<file path="config.mk">
export PLATFORM = sky130hd
export DESIGN_NAME = alu_cmd_issuer
export DESIGN_NICKNAME = d
export VERILOG_FILES = /design/src/rtl/alu_pkg.sv /design/src/rtl/alu_cmd_issuer.sv
export SDC_FILE = /design/constraint.sdc
export NUM_CORES = 1
export LEC_CHECK = 0
export CAP_MARGIN = 20
export CORE_ASPECT_RATIO = 0.6
export CORE_UTILIZATION = 44
export DETAILED_ROUTE_END_ITERATION = 7
export PLACE_DENSITY = 0.78
export SYNTH_ARGS = -nofsm -noshare
export SYNTH_HDL_FRONTEND = slang
export SYNTH_SLANG_ARGS = --single-unit
</file>
<file path="constraint.sdc">
create_clock -name clk -period 1.75 [get_ports clk]
set_input_delay 0.2625 -clock clk [delete_from_list [all_inputs] [get_ports clk]]
set_output_delay 0.2625 -clock clk [all_outputs]
set_load 0.005 [all_outputs]
</file>
<file path="src/rtl/alu_pkg.sv">
// alu_pkg: shared opcode encodings, default widths and issuer state encoding for the 4-bit ALU.
package alu_pkg;
  localparam int DATA_W_DEF = 4;
  localparam int RES_W_DEF = 5;
  localparam int SEL_W_DEF = 3;
  localparam logic [2:0] OP_PASS = 3'b000;
  localparam logic [2:0] OP_ADD = 3'b001;
  localparam logic [2:0] OP_SUB = 3'b010;
  localparam logic [2:0] OP_DIV = 3'b011;
  localparam logic [2:0] OP_MOD = 3'b100;
  localparam logic [2:0] OP_SHL = 3'b101;
  localparam logic [2:0] OP_SHR = 3'b110;
  localparam logic [2:0] OP_GT = 3'b111;
  typedef enum logic [1:0] {
    IDLE = 2'd0,
    DRIVE = 2'd1,
    RESP = 2'd2
  } state_t;
endpackage

</file>
<file path="src/rtl/alu_cmd_issuer.sv">
// alu_cmd_issuer: issues requests to a combinational ALU, waits a settle time, returns the result.
module alu_cmd_issuer
  import alu_pkg::*;
#(
  parameter int DATA_W = DATA_W_DEF,
  parameter int RES_W = RES_W_DEF,
  parameter int SEL_W = SEL_W_DEF,
  parameter int SETTLE_CYCLES = 1,
  parameter int CNT_W = 8
) (
  input  logic              clk,
  input  logic              rst,
  input  logic              req_valid,
  output logic              req_ready,
  input  logic [DATA_W-1:0] req_a,
  input  logic [DATA_W-1:0] req_b,
  input  logic [SEL_W-1:0]  req_op,
  output logic              rsp_valid,
  input  logic              rsp_ready,
  output logic [RES_W-1:0]  rsp_data,
  output logic              rsp_err,
  output logic [DATA_W-1:0] alu_a,
  output logic [DATA_W-1:0] alu_b,
  output logic [SEL_W-1:0]  alu_select,
  input  logic [RES_W-1:0]  alu_out,
  output logic              busy,
  output logic [CNT_W-1:0]  op_count
);
  localparam logic [3:0] SETTLE_INIT = 4'(SETTLE_CYCLES);
  state_t r_state, w_next;
  logic [3:0] r_settle;
  logic [DATA_W-1:0] r_a, r_b;
  logic [SEL_W-1:0] r_sel;
  logic [RES_W-1:0] r_data;
  logic r_err;
  logic [CNT_W-1:0] r_cnt;
  logic w_trap, w_accept, w_done, w_hs;
  // Zero divisor is trapped before the ALU ever computes it.
  assign w_trap = (req_op == SEL_W'(OP_DIV) || req_op == SEL_W'(OP_MOD)) && req_b == '0;
  assign w_accept = r_state == IDLE && req_valid;
  assign w_done = r_state == DRIVE && r_settle == 4'd1;
  assign w_hs = r_state == RESP && rsp_ready;
  always_comb begin
    w_next = r_state;
    if (w_accept) w_next = w_trap ? RESP : DRIVE;
    else if (w_done) w_next = RESP;
    else if (w_hs) w_next = IDLE;
  end
  always_ff @(posedge clk) r_state <= rst ? IDLE : w_next;
  always_ff @(posedge clk) begin
    if (rst) begin
      r_a <= '0;
      r_b <= '0;
      r_sel <= '0;
      r_settle <= '0;
      r_data <= '0;
      r_err <= 1'b0;
      r_cnt <= '0;
    end else begin
      if (w_accept) begin
        r_a <= req_a;
        r_b <= req_b;
        r_sel <= req_op;
        r_settle <= SETTLE_INIT;
        if (w_trap) begin
          r_data <= '0;
          r_err <= 1'b1;
        end
      end
      if (r_state == DRIVE) r_settle <= r_settle - 4'd1;
      if (w_done) begin
        r_data <= alu_out;
        r_err <= 1'b0;
      end
      if (w_hs && !(&r_cnt)) r_cnt <= r_cnt + CNT_W'(1);
    end
  end
  assign req_ready = r_state == IDLE;
  assign rsp_valid = r_state == RESP;
  assign busy = r_state != IDLE;
  assign rsp_data = r_data;
  assign rsp_err = r_err;
  assign alu_a = r_a;
  assign alu_b = r_b;
  assign alu_select = r_sel;
  assign op_count = r_cnt;
endmodule
</file>
=== Word-level counts from Yosys, hierarchy flattened ===
Cells that the tools add are included.

* Input port bits: 20
* Bits in latches: 0
* RAM bits: 0
* Register bits after elaboration: 31
* Bits in read-only memories: 0
* Memories kept: 0

* Add/subtract/negate cells: 2
* Shifts and indexed selects: 0
* Bitwise gates (word level): 0
* Multipliers: 0
* Eq/ne operators: 5
* Reduce and logical (&&, ||, !) cells: 18
* Div/mod/pow operators: 0
* Magnitude comparators: 0
* Multiplexer cells: 9

{| class="wikitable"
|+ Operators with widths
! operator !! number
|-
| $mux W5 || 3
|-
| $add A8 B1 Y8 const B || 1
|-
| $mux W2 || 4
|-
| $mux W4 || 2
|-
| $reduce_and A8 Y1 || 1
|-
| $reduce_bool A2 Y1 || 4
|-
| $logic_and A1 B1 Y1 || 5
|-
| $eq A4 B1 Y1 const B || 1
|-
| $logic_not A4 Y1 || 1
|-
| $reduce_and A2 Y1 || 2
|-
| $sub A4 B1 Y4 const B || 1
|-
| $eq A3 B2 Y1 const B || 1
|-
| $eq A3 B3 Y1 const B || 1
|-
| $reduce_bool A3 Y1 || 1
|-
| $eq A2 B1 Y1 const B || 1
|-
| $eq A2 B2 Y1 const B || 1
|-
| $logic_not A2 Y1 || 1
|-
| $reduce_or A2 Y1 || 1
|-
| $logic_not A1 Y1 || 1
|-
| $logic_or A1 B1 Y1 || 1
|}

=== Depth between registers and ports, before layout ===
* Depth in word-level cells: 6
* Depth in mapped cells: 5

=== Worst setup path before layout ===
OpenSTA, ideal clock, no wires.

* Kind: register to register
* Start point: register r_state[0]
* End point: register r_data[0], in the netlist rsp_data[0]
* Clock period less this slack: 1.505 ns
* Library setup time: 0.117 ns
* Stages on the path, launching flop included: 5
* Buffers on the path: 1
* Arrival: 1.388 ns
* Setup slack: 0.245 ns
* Cells stage by stage: dfxtp_1 buf_6 or3b_4 a211o_4 a32o_1

* Longest elaborated chain between the ends: 4
* Elaborated cells on any way between the ends: 8

{| class="wikitable"
|+ Ends and longest elaborated chain
! item !! line !! source
|-
| from (decl) || alu_cmd_issuer.sv:30 || <nowiki>state_t r_state, w_next;</nowiki>
|-
| from (signal assigned) || alu_cmd_issuer.sv:49 || <nowiki>always_ff @(posedge clk) r_state <= rst ? IDLE : w_next;</nowiki>
|-
| $eq A2 B1 Y1 / $logic_not A2 Y1 (equally long branches) || alu_cmd_issuer.sv:41, alu_cmd_issuer.sv:40 ||
|-
| $logic_and A1 B1 Y1 (on tied branches) || alu_cmd_issuer.sv:41, alu_cmd_issuer.sv:40 ||
|-
| $reduce_bool A2 Y1 (no source line) || n/a ||
|-
| $reduce_and A2 Y1 (no source line) || n/a ||
|-
| to (signal assigned) || alu_cmd_issuer.sv:72 || <nowiki>r_data <= alu_out;</nowiki>
|-
| to (decl) || alu_cmd_issuer.sv:34 || <nowiki>logic [RES_W-1:0] r_data;</nowiki>
|}

Several ways; a longest one is shown, not always the timed one.
A chain may end at the register's enable or synchronous reset.

=== Final worst setup path ===
* Start point: input req_op[2]
* End point: register r_data[4], in the netlist rsp_data[4]

* Longest elaborated chain between the ends: 5
* Elaborated cells on any way between the ends: 6

{| class="wikitable"
|+ Ends and longest elaborated chain
! item !! line !! source
|-
| from (decl) || alu_cmd_issuer.sv:17 || <nowiki>input logic [SEL_W-1:0] req_op,</nowiki>
|-
| $eq A3 B2 Y1 / $eq A3 B3 Y1 (equally long branches) || alu_cmd_issuer.sv:39 || <nowiki>assign w_trap = (req_op == SEL_W'(OP_DIV) || req_op == SEL_W'(OP_MOD)) && req_b == '0;</nowiki>
|-
| $logic_or A1 B1 Y1 (*) || alu_cmd_issuer.sv:39 ||
|-
| $logic_and A1 B1 Y1 (*) || alu_cmd_issuer.sv:39 ||
|-
| $reduce_bool A2 Y1 (no source line) (*) || n/a ||
|-
| $reduce_and A2 Y1 (no source line) (*) || n/a ||
|}

Every way passes the cells marked *; elsewhere a longest branch is shown, timed or not.

==> results.txt <==
----------------------------------------------------
[CTS]
  Clock tree from TritonCTS ... done
  CTS max path bufs ... 2
  Hold-fix buffers, CTS ... 0
  H-tree level count ... 2
  Clock network latency to the later pin of the worst-skew pair ... 0.28 ns
  Root buf cell ... sky130_fd_sc_hd__clkbuf_8
  Number of buffers created by CTS ... 5
  Number of clock sinks ... 31
  Clock transition at the register clock pins on the worst setup and hold paths after CTS ... 0.06 ns

[Global route]
  Met1 global-route usage ... 31.0%
  Met3 layer usage reported by global route ... 7.59%
  Initial antenna violation count ... 0
  Total congestion overflow after global routing ... 0
  Number of global-route vias before repair ... 1217
  Overall track demand over capacity in global routing ... 22.9%
  Met2 GRT Util ... 33.6%
  First-pass GRT wire length ... 5510 µm
  Maximum number of pins on one net before global-route repair ... 17
  GR peak layer ... met2

[Placement]
  Total half-perimeter wirelength after legalization and detailed placement ... 2750 µm
  Gpl congestion ... 0.849
  Pre-CTS worst setup slack ... -0.236 ns
  # port buffers ... 47
  Area post-placement ... 1960 µm²

[Floorplanning]
  Die outline area ... 3340 µm²
  Initial Util ... 47.0%
  Area inside the core boundary ... 2910 µm²
  Cell row count ... 15
  Floorplan die width ... 73.9 µm
  Count of boundary I/O pins ... 48
  Vertical die dimension ... 45.2 µm

[Yosys]
  Synthesized instance count ... 153
  Main synth FF type ... sky130_fd_sc_hd__dfxtp_1
  Number of nets produced by synthesis ... 176
  Mapped Area ... 1370 µm²
  Post-synthesis sequential area ratio ... 45.4%
  Average size of a mapped cell ... 8.93 µm²
  Distinct cell type count after synthesis ... 41
  Post-synthesis register bit count ... 31
  Count of warnings emitted by yosys ... 0
  Number of enable flip-flop cells after synthesis ... 0
  Share of synthesized registers carrying an async set or reset ... 0%
  Top post-synthesis cells by area ... sky130_fd_sc_hd__dfxtp_1 45%, sky130_fd_sc_hd__nand2_1 7.1%, sky130_fd_sc_hd__a21oi_1 7.0%
  Cell type contributing the most total cell area after synthesis ... sky130_fd_sc_hd__dfxtp_1
  Area share of the leading cell type in the synthesized netlist ... 45.4%

[Critical path]
  Count of buffering cells on the critical path with inverters included ... 1
  Total stage count of the critical path ... 4
  Highest net fanout along the worst path ... 7
  Crit end category ... flip-flop
  CP arrival ... 1.87 ns
  Endpoint required time on the critical path ... 1.92 ns
  Critical Path, Cell by Cell ... clkdlybuf4s50_1 -> or3b_2 -> a211o_4 -> a32o_1
  Critical path's slowest cell ... sky130_fd_sc_hd__clkdlybuf4s50_1
  Critical path's top delay family ... compound AO/OA/AOI/OAI gates
  Critical path class ... input port to flip-flop
  Startpoint class of the critical path ... input port
  Delay contributed by the slowest stage of the critical path ... 0.48 ns
  Logic depth of the worst register-to-register path ... 4

[Route]
  Iteration-0 DRC count of the detailed router ... 78
  Detailed Routing Iterations Pass 1 ... 6
  Remaining number of nets flagged by the antenna check after routing ... 0
  Average routed wire per standard cell ... 13.9 µm
  DRC errors left ... 0
  Total Routed Length ... 3600 µm
  Vias post-DR ... 1357
  Vias per std cell ... 5.26

[Flow run]
  Count of max-cap constraint violations ... 0

[Pwr]
  Leak ... 0.767 nW
  Maximum vdd drop ... 523 µV
  Total power per unit cell area ... 865 nW/µm²
  Overall power of the completed layout ... 1.78 mW

[Status]
  Result of the run ... completed

[Timing]
  Pin slew with the least headroom to its limit ... 0.294 ns
  Final setup slack of the worst path ... 0.0543 ns
  Highest clock rate ... 590 MHz
  Remaining max-slew budget at the tightest pin ... 80.1%
  Setup violations, final ... 0
  Minimum clock period ... 1.70 ns
  Number of pins with negative max-slew slack in the final report ... 0
  Period Utilization, post-route ... 96.9%
  Setup repair after global routing missed its margin ... no
  Clock Skews ... 0.00346 ns
  Number of hold-slack violations in the final timing report ... 0

[Finish]
  Fill count ... 228
  Number of nets in the finished design ... 238
  Area taken by flip-flops and latches ... 623 µm²
  Share of layout cells above drive strength 1 ... 13.0%
  Synth-to-Final Area Change ... 51.0%
  Most common cell after layout, fill and taps aside ... sky130_fd_sc_hd__clkdlybuf4s50_1
  Area of the multi-input gates ... 682 µm²
  N_diodes ... 0
  Top library cells by usage in the layout, fill and taps aside ... 47 x sky130_fd_sc_hd__clkdlybuf4s50_1, 29 x sky130_fd_sc_hd__dfxtp_1, 26 x sky130_fd_sc_hd__nand2_1
  Post-Layout Inst Area ... 2060 µm²

[Worst hold path]
  Worst min-delay path class ... flip-flop to flip-flop
  Hold Path Cell Cnt ... 2

----------------------------------------------------
==> sequential cells by signal, summed over array words and instances (netlist names) <==
| name | count |
|---|---|
| r_settle | 4 |
| alu_b | 4 |
| alu_a | 4 |
| rsp_err | 1 |
| rsp_data | 5 |
| r_state | 2 |
| alu_select | 3 |
| op_count | 8 |
==> cell usage after synthesis (all sizes together), types with 3 or more instances <==
master,number
a211oi,3
a21oi,19
a31oi,3
a32o,5
clkbuf,4
dfxtp,31
ha,3
inv,8
nand2,26
nand3,3
nand3b,3
nor2,5
nor2b,4
nor3b,3
or3b,3
or4,3
==> report_power, final <==
group / switching (mW) / leakage, nW / total [mW] / internal (mW)
Sequential: 0.0405 / 0.253 / 0.799 / 0.758
Combinational: 0.159 / 0.462 / 0.372 / 0.213
Clock: 0.255 / 0.0515 / 0.614 / 0.358
Total: 0.455 / 0.767 / 1.78 / 1.33
==> stage by stage <==
step	util, %	cells	setup TNS [ns]	hold WS [ns]
3_5_place_dp	67.4	250	-1.34	0.449
3_3_place_gp	67.4	250	-1.16	0.444
5_1_grt	70.9	258	0	0.480
4_1_cts	70.9	258	0	0.455
2_1_floorplan	-	153	0	0.388
6_report	70.9	258	0	0.452
==> path summary, 6_finish.rpt <==
path	from	to	slack [ns]
max reg2reg	op_count[1]	op_count[3]	0.17
min reg2reg	alu_a[1]	alu_a[1]	0.45
max	req_op[2]	rsp_data[4]	0.05
min	alu_a[1]	alu_a[1]	0.45
==> worst register-to-register path, stage by stage (launching register included) <==
cell                       delay [ns]
sky130_fd_sc_hd__dfxtp_1         0.35
sky130_fd_sc_hd__ha_1            0.23
sky130_fd_sc_hd__and3_1          0.22
sky130_fd_sc_hd__a211oi_1        0.30
sky130_fd_sc_hd__mux2_2          0.37
==> per-layer routing <==
metal	vias up	part of all wire (%)	routed length [µm]
li1	676	-	-
met1	635	47	1690
met2	39	46	1670
met3	7	5.3	190
met4	0	1.5	55
met5	-	0	0
==> layout make-up <==
type                    instances  area share [%]
clock buffers                   8            4.85
inverters                       8            1.46
multi-input cells             108            33.1
flip-flops and latches         31            30.2
well taps                      42            2.55
repair buffers                 61            27.9
==> timing repair <==
action	in CTS	in global routing
gates resized for setup	1	1
buffers inserted	0	0
endpoints found under the setup margin	1	2
==> kinds of logic after synthesis <==
logic type	synth area share, %
flops	45.4
fa+ha+maj	2.75
mux	2.38
buf+inv	4.67
simple gates	22.5
compound gates	22.3
Note: power is estimated with default switching activity, not from simulation.
